File: src/rtl/queue_pkg.sv
// Shared helpers for the queue family: storage depth and pointer wrap.
package queue_pkg;

  function automatic int unsigned depth(input int unsigned aw);
    return 32'd1 << aw;
  endfunction

  function automatic int unsigned ptr_inc(
    input int unsigned ptr,
    input int unsigned inc,
    input int unsigned aw
  );
    return (ptr + inc) & (depth(aw) - 32'd1);
  endfunction

endpackage

File: src/rtl/queue_1_to_2_if.sv
// Push/pull bus of the 1-word-in, 2-word-out queue.
// void_o carries the "fewer than two words" flag (void is reserved).
interface queue_1_to_2_if #(
  parameter int Width = 8
) ();
  logic               push;
  logic               pull;
  logic [Width-1:0]   D;
  logic [2*Width-1:0] Q;
  logic               void_o;
  logic               full;

  modport master (
    output push, pull, D,
    input  Q, void_o, full
  );

  modport slave (
    input  push, pull, D,
    output Q, void_o, full
  );
endinterface

File: src/rtl/queue_ram.sv
// Queue storage: one write port, two async read ports, async clear.
module queue_ram #(
  parameter int Width        = 8,
  parameter int AddressWidth = 2
) (
  input  logic                    clk,
  input  logic                    rst,
  input  logic                    we,
  input  logic [AddressWidth-1:0] waddr,
  input  logic [Width-1:0]        wdata,
  input  logic [AddressWidth-1:0] raddr0,
  output logic [Width-1:0]        rdata0,
  input  logic [AddressWidth-1:0] raddr1,
  output logic [Width-1:0]        rdata1
);
  localparam int Depth = 1 << AddressWidth;

  logic [Width-1:0] mem_q [Depth];
  logic [Width-1:0] mem_d [Depth];

  always_comb begin
    mem_d = mem_q;
    if (we) mem_d[waddr] = wdata;
  end

  always_ff @(posedge clk or posedge rst) begin
    if (rst) begin
      for (int i = 0; i < Depth; i++) mem_q[i] <= '0;
    end else begin
      mem_q <= mem_d;
    end
  end

  assign rdata0 = mem_q[raddr0];
  assign rdata1 = mem_q[raddr1];

endmodule

File: src/rtl/queue_1_to_2.sv
// Queue taking one word per push and yielding word pairs per pull.
// QUEUE_1_TO_2_LEVEL_EN adds the registered word count as port level.
module queue_1_to_2
  import queue_pkg::*;
#(
  parameter int Width        = 8,
  parameter int AddressWidth = 2
) (
  input  logic               clk,
  input  logic               rst,
  queue_1_to_2_if.slave      bus
`ifdef QUEUE_1_TO_2_LEVEL_EN
  ,
  output logic [AddressWidth:0] level
`endif
);
  localparam int unsigned Depth = depth(AddressWidth);
  localparam int          CntW  = AddressWidth + 1;

  logic [AddressWidth-1:0] wr_ptr_q, wr_ptr_d;
  logic [AddressWidth-1:0] rd_ptr_q, rd_ptr_d;
  logic [AddressWidth-1:0] rd_ptr_nx;
  logic [CntW-1:0]         count_q, count_d;
  logic                    full_w, void_w;
  logic                    push_eff, pull_eff;
  logic [Width-1:0]        lo_word, hi_word;

  // Flags come only from the registered count, never from this cycle's requests
  assign full_w   = (count_q == CntW'(Depth));
  assign void_w   = (count_q < CntW'(2));
  assign push_eff = bus.push & ~full_w;
  assign pull_eff = bus.pull & ~void_w;

  always_comb begin
    wr_ptr_d  = wr_ptr_q;
    rd_ptr_d  = rd_ptr_q;
    rd_ptr_nx = AddressWidth'(ptr_inc(32'(rd_ptr_q), 1, AddressWidth));
    count_d   = count_q + CntW'(push_eff) - CntW'({pull_eff, 1'b0});
    if (push_eff)
      wr_ptr_d = AddressWidth'(ptr_inc(32'(wr_ptr_q), 1, AddressWidth));
    if (pull_eff)
      rd_ptr_d = AddressWidth'(ptr_inc(32'(rd_ptr_q), 2, AddressWidth));
  end

  always_ff @(posedge clk or posedge rst) begin
    if (rst) begin
      wr_ptr_q <= '0;
      rd_ptr_q <= '0;
      count_q  <= '0;
    end else begin
      wr_ptr_q <= wr_ptr_d;
      rd_ptr_q <= rd_ptr_d;
      count_q  <= count_d;
    end
  end

  queue_ram #(
    .Width        (Width),
    .AddressWidth (AddressWidth)
  ) u_ram (
    .clk    (clk),
    .rst    (rst),
    .we     (push_eff),
    .waddr  (wr_ptr_q),
    .wdata  (bus.D),
    .raddr0 (rd_ptr_q),
    .rdata0 (lo_word),
    .raddr1 (rd_ptr_nx),
    .rdata1 (hi_word)
  );

  assign bus.Q      = {hi_word, lo_word};
  assign bus.void_o = void_w;
  assign bus.full   = full_w;

`ifdef QUEUE_1_TO_2_LEVEL_EN
  assign level = count_q;
`endif

endmodule

File: src/flat_wrapper.sv
// flat-port wrapper written by rule: the top's interface ports become plain ports
module queue_1_to_2_flat import queue_pkg::*;
#(
  parameter int Width        = 8,
  parameter int AddressWidth = 2
)
  (clk, rst, bus_push, bus_pull, bus_D, bus_Q, bus_void_o, bus_full);
  queue_1_to_2_if #(.Width(Width)) bus_i ();
  input  logic clk;
  input  logic rst;
  input wire logic [$bits(bus_i.push)-1:0] bus_push;
  input wire logic [$bits(bus_i.pull)-1:0] bus_pull;
  input wire logic [$bits(bus_i.D)-1:0] bus_D;
  output wire logic [$bits(bus_i.Q)-1:0] bus_Q;
  output wire logic [$bits(bus_i.void_o)-1:0] bus_void_o;
  output wire logic [$bits(bus_i.full)-1:0] bus_full;
  assign bus_i.push = bus_push;
  assign bus_i.pull = bus_pull;
  assign bus_i.D = bus_D;
  assign bus_Q = bus_i.Q;
  assign bus_void_o = bus_i.void_o;
  assign bus_full = bus_i.full;
  queue_1_to_2 #(.Width(Width), .AddressWidth(AddressWidth)) u_core (.clk(clk), .rst(rst), .bus(bus_i));
endmodule
File: config.mk
export PLATFORM = sky130hd
export DESIGN_NAME = queue_1_to_2_flat
export DESIGN_NICKNAME = d
export VERILOG_FILES = /design/src/rtl/queue_pkg.sv /design/src/rtl/queue_1_to_2_if.sv /design/src/rtl/queue_ram.sv /design/src/rtl/queue_1_to_2.sv /design/src/flat_wrapper.sv
export SDC_FILE = /design/constraint.sdc
export NUM_CORES = 1
export LEC_CHECK = 0
export BUFFER_PORTS_ARGS = -buffer_cell sky130_fd_sc_hd__buf_2
export CAP_MARGIN = 20
export CORE_MARGIN = 2
export CORE_UTILIZATION = 40
export CTS_CLUSTER_DIAMETER = 30
export DETAILED_ROUTE_END_ITERATION = 8
export GPL_TIMING_DRIVEN = 0
export PLACE_DENSITY = 0.73
export SYNTH_ARGS = -nofsm -noshare
export SYNTH_HDL_FRONTEND = slang
export SYNTH_SLANG_ARGS = --single-unit
File: constraint.sdc
create_clock -name clk -period 1.8 [get_ports clk]
set_clock_uncertainty 0.05 [all_clocks]
set_input_delay 0.54 -clock clk [delete_from_list [all_inputs] [get_ports clk]]
set_output_delay 0.54 -clock clk [all_outputs]
set_load 0.005 [all_outputs]
==> results of run 1 <==
[cell usage after synthesis (all sizes together)]
| cell type | n | area (µm²) |
|---|---|---|
| nor2 | 4 | 22.5 |
| inv | 10 | 37.5 |
| o22ai | 2 | 12.5 |
| or3b | 1 | 11.3 |
| mux2 | 44 | 526 |
| o21ai | 5 | 25.0 |
| dfrtp | 38 | 951 |
| xnor2 | 4 | 35.0 |
| buf | 3 | 20.0 |
| and3 | 1 | 11.3 |
| nand2 | 7 | 26.3 |
| ha | 7 | 87.6 |
[what timing repair did]
action,4_1_cts,5_1_grt
endpoints found under the setup margin,18,25
gates resized for setup,18,20
gates cloned,1,0
pin swaps,3,1
hold buffers,0,0
hold endpoints to repair,0,0
setup buffers,7,1
[critical path: stages (launching register included)]
cell and delay [ns]:
dfrtp_2 0.43, buf_12 0.15, mux2_2 0.34, buf_2 0.13
[area by class of cell]
| cell class | instances | area, µm² |
|---|---|---|
| timing repair buffer | 39 | 317 |
| clock inverter | 1 | 30.0 |
| sequential | 38 | 952 |
| fill | 354 | 1940 |
| clock buffer | 6 | 82.6 |
| tap | 52 | 65.1 |
| inverter | 10 | 40.0 |
| multi-input combinational | 75 | 838 |
| buffer | 2 | 26.3 |
[state kept, by name, indices dropped and copies added, names as in the netlist]
register,cells
u_core.rd_ptr_q,1
u_core.count_q,3
u_core.wr_ptr_q,2
u_core.u_ram.mem_q,32
[final timing paths]
path	endpoint	depth (start not counted)	slack (ns)
min in group clk	u_core.u_ram.mem_q[23]$_DFFE_PP0P_	1	0.44
setup reg to reg	u_core.u_ram.mem_q[7]$_DFFE_PP0P_	5	0.04
hold / removal	u_core.u_ram.mem_q[8]$_DFFE_PP0P_	2	0.32
hold reg to reg	u_core.u_ram.mem_q[23]$_DFFE_PP0P_	1	0.44
setup / recovery	bus_Q[13]	3	-0.12
max in group asynchronous	u_core.rd_ptr_q[1]$_DFFE_PP0P_	3	0.82
[per-layer routing]
metal  share of wire, %  global-route usage, %
met2                 53                   27.4
met4                1.3                   5.77
met5                  0                      0
met1                 41                   18.0
met3                4.6                   4.04
[through the flow]
| step | power [W] | cells | setup TNS, ns |
|---|---|---|---|
| 3_3_place_gp | 0.00321 | 207 | -2.57 |
| 5_1_grt | 0.00501 | 223 | -2.34 |
| 4_1_cts | 0.00445 | 223 | -2.56 |
| 3_5_place_dp | 0.00336 | 208 | -2.39 |
| 2_1_floorplan | 0.00274 | 126 | 0 |
| 6_report | 0.00469 | 223 | -1.65 |
[power groups by stage]
stage / registers (W) / logic, W / clock network [W]
floorplan: 0.00147 / 0.00127 / 0
global placement: 0.00151 / 0.00170 / 0
detailed placement: 0.00156 / 0.00180 / 0
CTS: 0.00154 / 0.00217 / 0.000743
global route: 0.00161 / 0.00262 / 0.000778
finish: 0.00157 / 0.00239 / 0.000723
[cell families (layout without fill, tap and decap cells)]
family,count (synthesis),after routing
compound gates,7,7
fa+ha+maj,7,7
flops,38,38
mux,44,44
simple gates,13,13
buf+inv,13,58
xor+xnor,4,4
==> metrics.md, run 1 <==
| Metric | Value |
|---|---|
| DRT Wirelength | `3560 µm` |
| Max Root-Sink Buffers | `2` |
| Vias per cell | `4.93` |
| GRT Util Overall | `15.5%` |
| CTS tree | `built` |
| Fmax | `0.520 GHz` |
| Initial Util | `between 40% and 50%` |
| Post-Synth XOR/XNOR Area | `1.98%` |
| Mapped Area | `0.00177 mm²` |
| Pre-CTS setup slack | `-0.397 ns` |
| Fin crit share | `107%` |
| Req. time, crit path | `1.21 ns` |
| Number of global-route vias before repair | `1203` |
| Outcome | `complete, but fails checks` |
| DRT Pass-1 Iters | `3` |
| Post-Synthesis Cells | `126` |
| Detail Route Antenna Nets | `0` |
| Leakage | `1.11 nW` |
| Final instance area | `0.00235 mm²` |
| PnR worst setup slack | `-0.122 ns` |
| Slew Limit Fails | `0` |
| Commonest cells after routing, fill and taps aside | `dfrtp_1, mux2_2, buf_2` |
| Failing checks | `negative setup slack` |
| Diode count | `0` |
| Arr. time, crit path | `1.33 ns` |
| Syn Nets | `about 150` |
| Final hold vios | `0` |
| Internal | `0.00325 W` |
| Distinct cells, synth | `18` |
| CP startpoint kind | `register` |
| Net Sw Frac | `between 30% and 40%` |
| DP Area | `0.00200 mm²` |
| Sink Count | `38` |
| Register bit total from synthesis | `38` |
| Mux share of post-synthesis cell area | `between 20 and 30%` |
| Crit Path Max Fanout | `9` |
| Simple-gate share of the synthesized area | `under 10%` |
| Max VDD drop | `0.919 mV` |
| Share of power burned in combinational logic | `51.1%` |
| Setup Viol. Count Final | `17` |
| Antenna violations before repair | `0` |
| Die Wd | `between 70 and 80 µm` |
| Switching power | `0.00144 W` |
| CTS buffer count | `5` |
| Initial drt markers | `between 40 and 50` |
| Seq/Total Area, Yosys | `between 50% and 60%` |
| R2R Path Start | `u_core.count_q[1]$_DFF_PP0_` |
| Actual slew at the worst max-slew pin | `roughly 0.73 ns` |
| RSZ-0062 raised after global routing | `yes` |
| Slew margin rel. | `51.2%` |
| Area grow syn2layout | `33.2%` |
| Drt drc | `0` |
| Hold WC Path Type | `input pin to asynchronous set/reset pin` |
| Clk pin slew, worst setup/hold paths | `0.07 ns` |
| FP Rows | `24` |
| Routed length per instance | `15.9 µm` |
| Largest net degree at the start of global routing | `23` |
| Port Buffers | `29` |
| Gr ovfl total | `0` |
| Nets | `190` |
| IO Pins | `30` |
| Synth Area in Adders | `4.96%` |
| Finished Core Util | `roughly 55%` |
| Die area | `0.00496 mm²` |
| Worst Setup End Kind | `output port` |
| First-pass GRT wire length | `5780 µm` |
| Power density cells | `approximately 2000 mW/mm²` |
| Largest family of logic cells by synthesized area | `multiplexers` |
| Clock power frac | `roughly 15%` |
| Vias | `1099` |
| Max_cap viols | `0` |
| Clock period minus worst slack | `just under 2 ns` |
| Commonest non-fill, non-tap cell in the layout | `dfrtp_1` |
| Yosys Warn Count | `0` |
| Placer congestion estimate | `0.771` |
| DP Wirelength | `2490 µm` |
| Worst hold margin | `0.317 ns` |
| Core region area | `0.00429 mm²` |
| Flop pwr share | `33.5%` |
| Root Buffer | `clkbuf_8` |
| Clk_lat worst skew | `0.28 ns` |
| Height of the die | `70.4 µm` |
| Synth Area in Compound Gates | `2.13%` |
| CP startpoint | `u_core.rd_ptr_q[1]$_DFFE_PP0P_` |
| Layout cell share with drive strength beyond 1 | `around three fifths` |
| Setup CP Type | `register to output port` |
| Htree depth | `2` |
| Avg Cell Area, Syn | `roughly 14 µm²` |
Note: power is estimated with default switching activity, not from simulation.
==> run 2: changes to the inputs <==
Settings changed: BUFFER_PORTS_ARGS -buffer_cell sky130_fd_sc_hd__buf_2 to unset, DONT_BUFFER_PORTS set to 1, PLACE_DENSITY 0.73 to unset, PLACE_DENSITY_LB_ADDON set to 0.1.
==> metrics.md, run 2 (synthesis gave the netlist of run 1 again) <==
| Metric | Value |
|---|---|
| Clk pin slew, worst setup/hold paths | `approximately 0.080 ns` |
| Largest net degree at the start of global routing | `26` |
| Fin crit share | `101%` |
| Req. time, crit path | `approximately 1.2 ns` |
| Power, Total | `0.00418 W` |
| Drt drc | `0` |
| Crit path largest cell delay | `0.38 ns` |
| Failing checks | `negative setup slack` |
| Number of global-route vias before repair | `1129` |
| Antenna violations before repair | `0` |
| Power density cells | `between 1500 and 2000 mW/mm²` |
| CP Cell Sequence | `buf_6 -> buf_8 -> mux2_4` |
| R2R Path Start | `u_core.count_q[2]$_DFF_PP0_` |
| Core region area | `0.00429 mm²` |
| CTS tree | `built` |
| Die area | `~0.005 mm²` |
| Worst path slowest cell | `dfrtp_1` |
| Root Buffer | `clkbuf_8` |
| Htree depth | `2` |
| CP startpoint | `u_core.rd_ptr_q[1]$_DFFE_PP0P_` |
| Dpl cells | `179` |
| Layout cell share with drive strength beyond 1 | `53.1%` |
| DP Wirelength | `2280 µm` |
| Height of the die | `~70 µm` |
| DRT Wirelength | `between 3000 and 4000 µm` |
| Clk_lat worst skew | `around 0.28 ns` |
| R2R depth | `4` |
| Setup Viol. Count Final | `14` |
| Slew Limit Fails | `0` |
| IO Pins | `30` |
| Number of flip-flops in the largest register | `32` |
| Die Wd | `70.4 µm` |
| Arr. time, crit path | `1.24 ns` |
| Commonest non-fill, non-tap cell in the layout | `dfrtp_1` |
| Largest register by flop count | `u_core.u_ram.mem_q` |
| GRT Util Overall | `15.1%` |
| Vias | `1000` |
| Max_cap viols | `0` |
| Sink Count | `38` |
| Setup TNS | `-0.238 ns` |
| Diode count | `0` |
| Hold bufs inserted after CTS | `0` |
| Nets | `approximately 160` |
| RSZ-0062 raised after global routing | `yes` |
| FP Rows | `24` |
| CP startpoint kind | `register` |
| Commonest cells after routing, fill and taps aside | `dfrtp_1, mux2_2, mux2_4` |
| Placer congestion estimate | `0.754` |
| Port Buffers | `0` |
| Final Non-Filler Cells | `195` |
| Clock period minus worst slack | `1.83 ns` |
| Outcome | `complete, but fails checks` |
| Gr ovfl total | `0` |
| Leakage | `0.982 nW` |
| Top Registers | `u_core.u_ram.mem_q x32, u_core.count_q x3, u_core.wr_ptr_q x2` |
| Area grow syn2layout | `21.8%` |
| Vias per cell | `5.13` |
| Fmax | `0.548 GHz` |
| Setup CP Type | `register to output port` |
| Worst Setup End Kind | `output port` |
| Worst Path Buf+Inv | `2` |
| Crit Path Max Fanout | `5` |
| CTS buffer count | `5` |
| Slew margin rel. | `57.8%` |
| Initial Util | `41.1%` |
| Initial drt markers | `60` |
| DRT Pass-1 Iters | `4` |
| Actual slew at the worst max-slew pin | `0.632 ns` |
| Pre-CTS setup slack | `-0.231 ns` |
| Detail Route Antenna Nets | `0` |
| Worst R2R Setup Slack | `0.03 ns` |
| Worst hold margin | `around 0.16 ns` |
| Final hold vios | `0` |
| PnR worst setup slack | `-0.0251 ns` |
| Hold WC Path Type | `input pin to asynchronous set/reset pin` |
| Kind of cell adding the most delay to the critical path | `flip-flops` |
| Routed length per instance | `17.6 µm` |
| Reg2reg end | `u_core.u_ram.mem_q[24]$_DFFE_PP0P_` |
| Max Root-Sink Buffers | `2` |
| Max VDD drop | `0.702 mV` |
| First-pass GRT wire length | `5620 µm` |
-- run 2: cell count changes in the layout (fill, tap and decap cells not counted), moves of 2 or more --
cell / change
nand2_2: -2
buf_6: -7
nand2_4: +2
nor2_4: -3
buf_2: -22
nor2_2: +3
-- run 2: final cells by class --
cell class / instances / area, µm²
clock buffer: 6 / 82.6
sequential: 38 / 951
fill: 402 / 2140
timing repair buffer: 10 / 133
multi-input combinational: 75 / 841
tap: 52 / 65.1
buffer: 2 / 26.3
clock inverter: 2 / 12.5
inverter: 10 / 40.0
-- run 2: per-layer routing --
metal / track usage [%] / share of wire, %
met1: 17.5 / 41
met2: 25.5 / 52
met3: 4.33 / 5.2
met4: 7.05 / 1.5
met5: 0 / 0
-- run 2: how the worst max path moves through the flow --
stage / slack [ns] / end / depth (start not counted)
after floorplan: 0.02 / bus_Q[14] / 3
after global placement: -0.24 / bus_Q[9] / 3
after detailed placement: -0.23 / bus_Q[9] / 3
after CTS: -0.03 / bus_Q[5] / 3
after global routing: -0.07 / bus_Q[4] / 3
final: -0.03 / bus_Q[9] / 3
-- run 2: stage by stage --
stage	area, µm²	utilization [%]
after CTS	2090	48.6
after global placement	1830	42.6
after global routing	2150	50.1
after detailed placement	1860	43.3
after floorplan	1770	-
final	2150	50.1
-- run 2: power breakdown --
group	internal, W	switching (W)	leakage, nW
registers	0.00130	0.000244	0.451
clock network	0.000308	0.000303	0.0472
logic	0.00123	0.000793	0.483
-- run 2: repair_timing --
item | 4_1_cts | 5_1_grt
resized for setup | 14 | 14
setup buffers | 7 | 1
pin swaps | 1 | 4
gates cloned | 1 | 0
setup endpoints to repair | 24 | 33
